**config.mk**
```make
export PLATFORM = sky130hd
export DESIGN_NAME = lcd_debug_panel
export DESIGN_NICKNAME = d
export VERILOG_FILES = /design/src/rtl/lcd_debug_pkg.sv /design/src/rtl/lcd_hex_digit.sv /design/src/rtl/lcd_debug_panel.sv
export SDC_FILE = /design/constraint.sdc
export NUM_CORES = 1
export LEC_CHECK = 0
export ABC_AREA = 1
export BUFFER_PORTS_ARGS = -buffer_cell sky130_fd_sc_hd__buf_2
export CAP_MARGIN = 20
export CORE_MARGIN = 2
export CORE_UTILIZATION = 48
export CTS_CLUSTER_SIZE = 25
export DETAILED_ROUTE_END_ITERATION = 10
export HOLD_SLACK_MARGIN = 0.02
export PLACE_DENSITY_LB_ADDON = 0.08
export SYNTH_ARGS = -nofsm -noshare
export SYNTH_HDL_FRONTEND = slang
export SYNTH_HIERARCHICAL = 1
export SYNTH_SLANG_ARGS = --single-unit
```
**constraint.sdc**
```tcl
create_clock -name clock -period 23.2 [get_ports clock]
set_input_delay 1.16 -clock clock [delete_from_list [all_inputs] [get_ports clock]]
set_output_delay 1.16 -clock clock [all_outputs]
set_load 0.02 [all_outputs]
```
**src/rtl/lcd_debug_pkg.sv**
```systemverilog
// ============================================================================
// lcd_debug_pkg : character constants and lookup helpers for the debug panel
// Rev 1.0
// ============================================================================
`default_nettype none

package lcd_debug_pkg;

   localparam int FRAME_COUNTER_WIDTH = 16;

   localparam logic [6:0] CHAR_SPACE = 7'h20;
   localparam logic [6:0] CHAR_HEART = 7'h03;
   localparam logic [6:0] CHAR_FOUR  = 7'h34;

   localparam int          TITLE_LEN = 5;
   localparam logic [34:0] TITLE_STR = {7'h41, 7'h6C, 7'h69, 7'h63, 7'h65};

   typedef struct packed {
      logic       valid;
      logic [3:0] index;
   } digit_pos_t;

   function automatic logic [6:0] hex_to_ascii(input logic [3:0] nybble);
      return (nybble < 4'd10) ? 7'h30 + {3'b000, nybble} : 7'h37 + {3'b000, nybble};
   endfunction

   function automatic logic [6:0] title_char(input logic [2:0] index);
      return TITLE_STR[(TITLE_LEN - 1 - int'(index)) * 7 +: 7];
   endfunction

   // Digits come in groups of four separated by one blank column.
   function automatic digit_pos_t digit_pos(input logic [6:0] column, input int ndig);
      digit_pos_t pos;
      int         group;
      int         slot;
      int         index;
      group     = int'(column) / 5;
      slot      = int'(column) % 5;
      index     = group * 4 + slot;
      pos.valid = (slot != 4) && (index < ndig);
      pos.index = 4'(index);
      return pos;
   endfunction

endpackage

`default_nettype wire

```
**src/rtl/lcd_hex_digit.sv**
```systemverilog
// ============================================================================
// lcd_hex_digit : 4-bit nybble to uppercase ASCII hex character
// Rev 1.0
// ============================================================================
`default_nettype none

module lcd_hex_digit
   import lcd_debug_pkg::*;
(
   input  logic [3:0] nybble,
   output logic [6:0] ascii
);

   assign ascii = hex_to_ascii(nybble);

endmodule

`default_nettype wire

```
**src/rtl/lcd_debug_panel.sv**
```systemverilog
// ============================================================================
// lcd_debug_panel : hex register debug screen with title/frame counter, 2-stage
// character lookup. Define LCD_DEBUG_HIGHLIGHT_EN for change highlighting.
// Rev 1.0
// ============================================================================
`default_nettype none

module lcd_debug_panel
   import lcd_debug_pkg::*;
#(
   parameter int NUM_VALUES  = 3,
   parameter int VALUE_WIDTH = 32,
   parameter int FIRST_ROW   = 2,
   parameter int HOLD_FRAMES = 30
)(
   input  logic                              clock,
   input  logic                              reset,
   input  logic                              frame_start,
   input  logic                              freeze,
   input  logic [NUM_VALUES*VALUE_WIDTH-1:0] values,
   input  logic                              req_valid,
   input  logic [6:0]                        column,
   input  logic [5:0]                        row,
   output logic                              char_valid,
   output logic [6:0]                        character,
   output logic                              highlight
);

   localparam int NDIG = VALUE_WIDTH / 4;

   if ((VALUE_WIDTH % 4) != 0 || VALUE_WIDTH < 4 || VALUE_WIDTH > 64) begin : g_bad_width
      $error("lcd_debug_panel: VALUE_WIDTH must be a multiple of 4 in 4..64");
   end
   if (NUM_VALUES < 1 || NUM_VALUES > 16) begin : g_bad_count
      $error("lcd_debug_panel: NUM_VALUES must be in 1..16");
   end
   if (HOLD_FRAMES < 1 || HOLD_FRAMES > 255) begin : g_bad_hold
      $error("lcd_debug_panel: HOLD_FRAMES must be in 1..255");
   end

   logic [VALUE_WIDTH-1:0]         snapshot [NUM_VALUES];
   logic [FRAME_COUNTER_WIDTH-1:0] frame_count;
   logic [NUM_VALUES-1:0]          hold_active;

   always_ff @(posedge clock) begin
      if (reset) begin
         frame_count <= '0;
         for (int k = 0; k < NUM_VALUES; k++) snapshot[k] <= '0;
      end else if (frame_start) begin
         frame_count <= frame_count + 1'b1;
         if (!freeze) begin
            for (int k = 0; k < NUM_VALUES; k++)
               snapshot[k] <= values[k*VALUE_WIDTH +: VALUE_WIDTH];
         end
      end
   end

`ifdef LCD_DEBUG_HIGHLIGHT_EN
   logic [7:0] hold_count [NUM_VALUES];

   always_ff @(posedge clock) begin
      if (reset) begin
         for (int k = 0; k < NUM_VALUES; k++) hold_count[k] <= 8'd0;
      end else if (frame_start && !freeze) begin
         for (int k = 0; k < NUM_VALUES; k++) begin
            if (values[k*VALUE_WIDTH +: VALUE_WIDTH] != snapshot[k])
               hold_count[k] <= 8'(HOLD_FRAMES);
            else if (hold_count[k] != 8'd0)
               hold_count[k] <= hold_count[k] - 8'd1;
         end
      end
   end

   for (genvar k = 0; k < NUM_VALUES; k++) begin : g_hold_active
      assign hold_active[k] = (hold_count[k] != 8'd0);
   end
`else
   assign hold_active = '0;
`endif

   // Stage 1: decode the request and capture the nybble or literal character.
   logic       w_is_hex;
   logic       w_hl;
   logic [3:0] w_nybble;
   logic [6:0] w_char;
   digit_pos_t w_pos;

   always_comb begin
      w_is_hex = 1'b0;
      w_hl     = 1'b0;
      w_nybble = 4'd0;
      w_char   = CHAR_SPACE;
      w_pos    = digit_pos(column, NDIG);
      if (row == 6'd0) begin
         if (column < 7'd5) begin
            w_char = title_char(column[2:0]);
         end else if (column == 7'd6) begin
            w_char = CHAR_FOUR;
         end else if (column == 7'd8) begin
            w_char = CHAR_HEART;
         end else begin
            case (column)
               7'd10:   begin w_is_hex = 1'b1; w_nybble = frame_count[15:12]; end
               7'd11:   begin w_is_hex = 1'b1; w_nybble = frame_count[11:8];  end
               7'd12:   begin w_is_hex = 1'b1; w_nybble = frame_count[7:4];   end
               7'd13:   begin w_is_hex = 1'b1; w_nybble = frame_count[3:0];   end
               default: w_is_hex = 1'b0;
            endcase
         end
      end else begin
         for (int k = 0; k < NUM_VALUES; k++) begin
            if (int'(row) == FIRST_ROW + k && w_pos.valid) begin
               w_is_hex = 1'b1;
               w_hl     = hold_active[k];
               w_nybble = 4'(snapshot[k] >> (4 * (NDIG - 1 - int'(w_pos.index))));
            end
         end
      end
   end

   logic       s1_valid;
   logic       s1_is_hex;
   logic       s1_hl;
   logic [3:0] s1_nybble;
   logic [6:0] s1_char;
   logic [6:0] w_hex_char;

   lcd_hex_digit u_hex_digit (
      .nybble (s1_nybble),
      .ascii  (w_hex_char)
   );

   always_ff @(posedge clock) begin
      if (reset) begin
         s1_valid   <= 1'b0;
         s1_is_hex  <= 1'b0;
         s1_hl      <= 1'b0;
         s1_nybble  <= 4'd0;
         s1_char    <= CHAR_SPACE;
         char_valid <= 1'b0;
         character  <= CHAR_SPACE;
         highlight  <= 1'b0;
      end else begin
         s1_valid <= req_valid;
         if (req_valid) begin
            s1_is_hex <= w_is_hex;
            s1_hl     <= w_hl;
            s1_nybble <= w_nybble;
            s1_char   <= w_char;
         end
         char_valid <= s1_valid;
         if (s1_valid) begin
            character <= s1_is_hex ? w_hex_char : s1_char;
            highlight <= s1_hl;
         end
      end
   end

endmodule

`default_nettype wire

```
Word level (Yosys, flattened, before mapping)
Memory sizes are Yosys's and may differ from the RTL's.
Cells that the tools add are included.

operators by class
  $add $sub $neg = 6
  multiply operators = 1
  div/mod/pow operators = 2
  $lt $le $gt $ge = 3
  equality and inequality tests = 10
  shifts and indexed selects = 4
  multiplexer cells = 31
  bitwise operators = 3
  reductions and logical operators = 6

operator list
  kind                     count
  $mux 32                  3
  $shr 32x32->4            3
  $eq 7x4->1 const B       5
  $shiftx 35x8->7 const A  1
  $add 32x32->32           1
  $div 8x4->32 const B     1
  $lt 32x5->1 const B      1
  $mod 8x4->32 const B     1
  $ne 32x4->1 const B      1
  $mux 4                   7
  $mux 7                   4
  $add 16x1->16 const B    1
  $pmux 4 s4               1
  $add 6x4->7 const A      2
  $mux 1                   14
  $eq 6x3->1 const B       2
  $mux 6                   2
  $mul 4x4->8 const B      1
  $eq 7x3->1 const B       1
  $lt 7x3->1 const B       1
  $eq 6x4->1 const B       1
  $logic_not 6->1          1
  $sub 3x4->5 const A      1
  $logic_and 1x1->1        4
  other kinds (4)          6

word-level totals
  register bits after elaboration = 37
  memory bits (writable) = 96
  input bits = 114
  output and inout port bits = 9
  logic and storage cells = 74
  memories = 1

memory list
  name      words  bits a word  read ports  clocked after memory_dff  wr ports  line                   text
  snapshot  3      32           3           0                         3         lcd_debug_panel.sv:41  logic [VALUE_WIDTH-1:0] snapshot [NUM_VALUES];

Depth between registers and ports, before layout
Gate-level depths: netlist of run 1.

  depth after elaboration = 9
  mapped depth = 59
  depth with buffers taken out = 54

By module
The synthesis of run 1 kept the hierarchy.

modules (own cells, without submodules)
  module           instances  cells each  area an instance (um2)  seq. area each (um2)
  lcd_debug_panel  1          1412        9713.1                  3623.5
  lcd_hex_digit    1          23          112.6                   0.0

Worst setup path after synthesis of run 1
OpenSTA, ideal clock, no wires.

  path kind = input to register
  start = in frame_start
  end = mem snapshot[0][0], enable pin
  setup time = 683 ps
  data arrival time = 7939 ps
  slack = 14578 ps
  stages on the path = 2
  path buffers = 0
  path through = inv_1 -> o21ai_0

RTL lines
  what         line                   text
  from (decl)  lcd_debug_panel.sv:18  input logic frame_start,
  to (decl)    lcd_debug_panel.sv:41

Worst setup path after layout of run 1
  start = in column[5]
  end = reg s1_nybble[3]

between the ends
  longest elaborated chain between the ends = 9
  elaborated cells between the ends (all ways) = 28

ends and longest elaborated chain
  what                                                  line                    text
  from (decl)                                           lcd_debug_panel.sv:22   input logic [6:0] column,
  branches (longest 8 deep; another with $mod 8x4->32)  -
  $mux 4 (*)                                            lcd_debug_panel.sv:94   if (row == 6'd0) begin
  to (signal assigned)                                  lcd_debug_panel.sv:148  s1_nybble <= w_nybble;
  to (decl)                                             lcd_debug_panel.sv:124  logic [3:0] s1_nybble;

Mark *: on every way between the ends.
A chain may end at the register's enable or synchronous reset.

==> flow_summary.yaml, run 1 <==
timing:
  post-route-min-period_ps: 7560
  rsz0062_at_grt: "false"
  setup_viol: 0
  final_hold_viol_count: 0
  fmax_mhz: 132
  drv_slew: 0
  clock_skew_ps: 16.1
  fin_setup_tns_ps: 0
  whs_ps: 468
  relSlewSlack: 0.321
  fin_crit_sh: 0.326
  tightest_slew_ps: 1020
setup_path:
  setup.worst_path.start_class: "primary input"
  crit_type: "primary input to flop"
  path_buf_inv: 11
  crit_required_ps: 23550
  end_kind: "flop"
  crit_fanout: 97
  max_stage_delay_ps: 670
  cp_slowest_cell: "buf_4"
  crit_arrival_ps: 7920
  crit_family: "simple AND/OR/NAND/NOR gates"
pwr:
  swShare: 0.423
  seqPwrFrac: 0.269
  total_power_mw: 1.03
  powerDensity_nw_per_um2: 93.0
  combPwrFrac: 0.461
  clkPwrFrac: 0.271
  cellLeakagePower_nw: 5.70
  vdd_drop_max_mv: 0.0939
  power.internal_mw: 0.596
  p_sw_mw: 0.436
global_route:
  overflow: 0
  grt_max_degree: 98
  antenna_found_initial: 0
  grt_pass1_vias: 8291
  grt_use_total: 0.226
  grt_pass1_wl_mm: 39.9
placement:
  dp_cells: 1775
  hpwl_mm: 17.3
  gp_congestion: 0.904
  place_area_um2: 10500
  portBuffers: 121
logic_synthesis:
  synth_ff_type: "edfxtp_1"
  synth-edff-count: 96
  synth-seq-area-share: 0.369
  avgSynthCellArea_um2: 6.85
  yosysWarnings: 6
  synth_nets: 1581
  yosys.cell_types.count: 57
  syn_inst: 1435
  ys_ff_latch: 133
  async_reset_ff_frac: 0
  syn_area_um2: 9830
finish:
  syn_to_final_growth_pct: 13.0
  final_layout_size_suffix_gt1_frac: 0.151
  fillerInstances: 2030
  finalInstanceArea_um2: 11100
  antennaDiodeCount: 0
  fin_nets: 1670
  final_cells: 1807
floorplan:
  die_h_um: 147
  die_area_um2: 21600
  start_util: 0.487
  die_w_um: 147
  core-area_um2: 20200
  pin_count: 123
  rows: 52
route:
  drt_iter0_drc: 470
  antenna_left: 0
  drt_wl_total_mm: 23.8
  vias: 8972
  drc: 0
  post_drt_wl_per_cell_um: 13.2
  firstDrtPassIters: 5
  via_per_inst: 4.97
cts:
  insertion_delay_ps: 430
  cts_sinks: 133
  tritoncts: "built"
  path_clk_slew_ps: 60
  cts_max_level: 4
  post_cts_buffers: 0
  numCtsBuffers: 17
  root_buffer: "clkbuf_16"
  cts_resized: 0
  hold_buffers: 0
  cts_buffer_depth: 2
status:
  status: "finished, final reports clean"
hold_path:
  hp-class: "flop to flop"
run:
  drv_cap: 0
through the flow:
step,worst slack [ps],util
after global placement,15430,0.521
after global routing,14800,0.551
final,15640,0.551
after CTS,15600,0.551
after floorplan,14580,-
after detailed placement,15180,0.521
area by class of cell:
class,instances,area [um2],area share
Tap cell,270,338,0.0304
Clock inverter,13,173,0.0155
Timing Repair Buffer,125,636,0.0572
Clock buffer,19,433,0.0390
Multi-Input combinational cell,1013,5020,0.452
Sequential cell,133,3620,0.326
Inverter,234,881,0.0793
worst paths after layout:
check | startpoint | endpoint | slack [ps] | depth (start not counted)
setup reg to reg | frame_count[0]$_SDFFE_PP0P_ | frame_count[15]$_SDFFE_PP0P_ | 21370 | 13
setup / recovery | column[5] | s1_nybble[3]$_SDFFE_PP0P_ | 15640 | 50
hold reg to reg | s1_char[6]$_SDFFE_PP0P_ | s1_char[6]$_SDFFE_PP0P_ | 470 | 2
hold / removal | s1_char[6]$_SDFFE_PP0P_ | s1_char[6]$_SDFFE_PP0P_ | 470 | 2
cells in the final DEF, fill, tap and decap left out, drive strengths merged, types with 3 or more instances in the layout:
cell / instances
xnor2: 4
nand3: 114
nand2: 494
nor4: 3
inv: 229
or2: 4
o22ai: 5
nor3: 16
o211ai: 8
nand3b: 3
clkinv: 15
nand4: 25
a211oi: 3
a31oi: 7
a21oi: 42
buf: 125
xor2: 13
nor2: 174
bufinv: 3
dfxtp: 37
a221oi: 4
edfxtp: 96
clkbuf: 19
ha: 31
o21ai: 46
metal layers:
metal / track usage / up-vias / share of wire
met5: 0 / - / 0
met4: 0.0712 / 0 / 0.022
met3: 0.0425 / 34 / 0.042
met2: 0.371 / 223 / 0.46
met1: 0.304 / 4005 / 0.48
li1: - / 4710 / -
flip-flops by register name, indices dropped and copies added (netlist names):
signal	cells
frame_count	16
s1_valid	1
s1_char	7
s1_nybble	4
snapshot	96
s1_is_hex	1
character	7
char_valid	1
power by group through the flow:
stage          sequential [mW]  combinational (mW)  clock, mW
6_report                 0.277               0.476      0.279
5_1_grt                  0.279               0.549      0.295
4_1_cts                  0.277               0.477      0.285
3_5_place_dp             0.282               0.475          0
3_3_place_gp             0.283               0.477          0
2_1_floorplan            0.283               0.387          0
tightest hold or removal path, cell delays in order (launching register included):
cell and delay, ps:
dfxtp_1 310, nand2_1 60, a21oi_1 60
cell families after synthesis:
kind of cell,share of synthesized area
buffers and inverters,0.122
flip-flops,0.369
XOR/XNOR,0.0152
adder cells (fa/ha/maj),0.0415
AND/OR/NAND/NOR,0.377
other,0.000382
AO/OA/AOI/OAI,0.0756
cells in the mapped netlist (13+ instances only):
cell type / number / area (um2)
nor3_1: 15 / 75.1
nor2_1: 163 / 612
a21oi_1: 42 / 210
xor2_1: 13 / 114
o21ai_0: 42 / 210
clkbuf_1: 28 / 105
nand2_2: 21 / 131
dfxtp_1: 37 / 741
inv_1: 216 / 811
nand4_1: 25 / 156
ha_1: 31 / 388
edfxtp_1: 96 / 2880
nand2_1: 461 / 1730
buf_2: 13 / 65.1
nand3_1: 102 / 510
(Power assumes the default switching activity.)
==> inputs of run 2 (changes only) <==
Settings changed: ABC_AREA 1 to 0.
Clock period 23.2 ns to 6.46 ns, I/O delays scaled along.
==> run 2 against run 1 <==
  * Clock-buffer cell count decreased by 1
  * Sequential share of layout area decreased by 0.75 points
  * Total power increased to 3.1 times the previous value
  * Worst hold slack got worse by 300 ps
  * Cell area increased by 2.3%
  * Clock skew decreased by 3.9 ps
  * Critical path depth decreased by 17
  * Synthesized cell count decreased by 25%
  * Cell count decreased by 19%
  * Clock power increased to 3.3 times the previous value
  * Area after synthesis decreased by 1.0%
  * Flip-flop and latch count unchanged
  * Critical path type unchanged
  * Critical endpoint is now s1_nybble[2]$_SDFFE_PP0P_
  * Highest routed layer unchanged
==> flow_summary.yaml, run 2 <==
finish:
  largest_register_ffs: 96
  fillerInstances: 1862
  reg_top3: "snapshot: 96 flops, frame_count: 16 flops"
  final_layout_size_suffix_gt1_frac: 0.215
  syn_to_final_growth_pct: 16.9
  max_flop_register: "snapshot"
  layout_commonest_cell: "buf_2"
  final_cell_mix: "buf_2, and2_1, edfxtp_1"
  multiInputGateArea_um2: 5820
  fin_nets: 1334
  seq_area_um2: 3620
status:
  status: "finished, final reports clean"
cts:
  tritoncts: "built"
  hold_buffers: 0
  cts_max_level: 4
  root_buffer: "clkbuf_16"
  path_clk_slew_ps: 70
  cts_sinks: 133
  numCtsBuffers: 17
  insertion_delay_ps: 420
  cts_buffer_depth: 2
global_route:
  antenna_found_initial: 1
  grt_max_degree: 97
  grt_pass1_wl_mm: 41.9
  grt_use_total: 0.242
  grt_pass1_vias: 8384
  overflow: 0
timing:
  final_hold_viol_count: 0
  drv_slew: 0
  clock_skew_ps: 12.3
  tightest_slew_ps: 923
  fmax_mhz: 167
  setup_viol: 0
  whs_ps: 172
  fin_ws_ps: 490
  fin_setup_tns_ps: 0
  fin_crit_sh: 0.924
  post-route-min-period_ps: 5970
  relSlewSlack: 0.379
  rsz0062_at_grt: "false"
hold_path:
  hp-class: "primary input to flop"
  min_to: "snapshot[0][90]$_SDFFCE_PN0P_"
  hold_depth: 2
  worstHoldStart: "values[90]"
floorplan:
  rows: 52
  core-area_um2: 20000
  die_area_um2: 21400
  pin_count: 123
  die_h_um: 146
  start_util: 0.485
  die_w_um: 146
route:
  vias: 8728
  antenna_left: 0
  post_drt_wl_per_cell_um: 17.7
  drt_wl_total_mm: 26.1
  drc: 0
  firstDrtPassIters: 6
  drt_iter0_drc: 597
  via_per_inst: 5.93
setup_path:
  ff2ff_path_depth: 8
  r2r_end: "frame_count[15]$_SDFFE_PP0P_"
  setup.worst_path.start_class: "primary input"
  path_buf_inv: 7
  crit_arrival_ps: 6330
  end_kind: "flop"
  rrSetupSlack_ps: 4590
  crit_type: "primary input to flop"
  crit_family: "compound AO/OA/AOI/OAI gates"
  cp_slowest_cell: "ha_2"
  crit_fanout: 9
  max_stage_delay_ps: 420
  crit_required_ps: 6820
  reg2reg_from: "frame_count[3]$_SDFFE_PP0P_"
pwr:
  powerDensity_nw_per_um2: 280
  vdd_drop_max_mv: 0.182
  cellLeakagePower_nw: 4.35
logic_synthesis:
  yosysTopAreaCell: "edfxtp_1"
  synth-edff-count: 96
  yosys.cell_types.count: 92
  synth_top_area_frac: 0.296
  synthTopCellsByArea: "edfxtp_1, dfxtp_1, and2_1"
  synth_nets: 1225
  async_reset_ff_frac: 0
  ys_ff_latch: 133
  synthTopCellsByCount: "and2_1, edfxtp_1, nand2_1"
  synth_ff_type: "edfxtp_1"
  syn_area_um2: 9720
  yosysWarnings: 6
  syn_inst: 1079
  avgSynthCellArea_um2: 9.01
  synth.most_common_cell: "and2_1"
  synth-seq-area-share: 0.373
placement:
  pre_cts_ws_ps: 41.0
  hpwl_mm: 19.6
  gp_congestion: 0.944
  portBuffers: 121
run:
  drv_cap: 0
==> run 2: cell count changes after synthesis, moves of 14 or more <==
cell / change
nand3_1: -53
and2_1: +110
mux2i_1: +14
mux2_2: +18
inv_1: -190
o221ai_1: +14
o22ai_1: +15
nand2_2: -20
nand2_1: -376
clkbuf_1: +21
nor2_1: -97
xnor2_1: +17
nand2b_1: +16
==> run 2: layout make-up <==
type,instances,area share
Tap cell,270,0.0297
Clock inverter,14,0.0120
Clock buffer,18,0.0386
Multi-Input combinational cell,847,0.512
Sequential cell,133,0.319
Timing Repair Buffer,158,0.0777
Inverter,31,0.0108
Antenna cell,1,0.000220
==> run 2: worst register-to-register path: stages, from the launching register on <==
cell and delay [ps]:
dfxtp_1 430, and3_1 220, and3_1 230, nand3_1 90, nor2_1 220, and4_1 250, nand3_1 90, xor2_1 140
nor2_1 50
==> run 2: stage by stage <==
step	area [um2]	utilization	cells	total power, mW
final	11400	0.567	1472	3.19
after floorplan	9870	-	1079	1.93
after detailed placement	10800	0.536	1435	2.25
after CTS	11300	0.565	1467	3.18
after global routing	11400	0.567	1471	3.36
after global placement	10800	0.536	1435	2.24
==> run 2: routing by layer <==
layer,GRT usage,wire (um),up-vias
li1,-,-,4290
met2,0.420,12500,303
met3,0.0406,1530,43
met1,0.308,11400,4092
met4,0.0825,650,0
met5,0,0,-
==> run 2: timing repair <==
| item | CTS | global route |
|---|---|---|
| gates resized for setup | 0 | 1 |
| setup endpoints to repair | 0 | 5 |
| buffers inserted | 0 | 4 |
==> run 2: cells by family (layout without fill, tap and decap cells) <==
group,Yosys count,count (layout),synth area share
AND/OR/NAND/NOR,444,444,0.245
buffers and inverters,99,221,0.0428
multiplexers,34,34,0.0387
flip-flops,133,133,0.373
other,1,2,0.000386
AO/OA/AOI/OAI,293,293,0.218
adder cells (fa/ha/maj),32,32,0.0419
XOR/XNOR,43,43,0.0403
==> run 2: how the worst max path moves through the flow <==
| stage | from | to | slack [ps] | cells past startpoint |
|---|---|---|---|---|
| after floorplan | column[4] | s1_is_hex$_SDFFE_PP0P_ | 2 | 36 |
| after global placement | column[4] | s1_nybble[1]$_SDFFE_PP0P_ | 180 | 32 |
| after detailed placement | column[4] | s1_nybble[0]$_SDFFE_PP0P_ | 40 | 34 |
| after CTS | column[4] | s1_nybble[0]$_SDFFE_PP0P_ | 460 | 34 |
| after global routing | column[4] | s1_nybble[0]$_SDFFE_PP0P_ | 10 | 33 |
| final | column[5] | s1_nybble[2]$_SDFFE_PP0P_ | 490 | 33 |
==> run 2: where the power goes <==
| part | internal [mW] | switching (mW) |
|---|---|---|
| combinational | 0.497 | 0.759 |
| clock | 0.520 | 0.411 |
| sequential | 0.973 | 0.0256 |
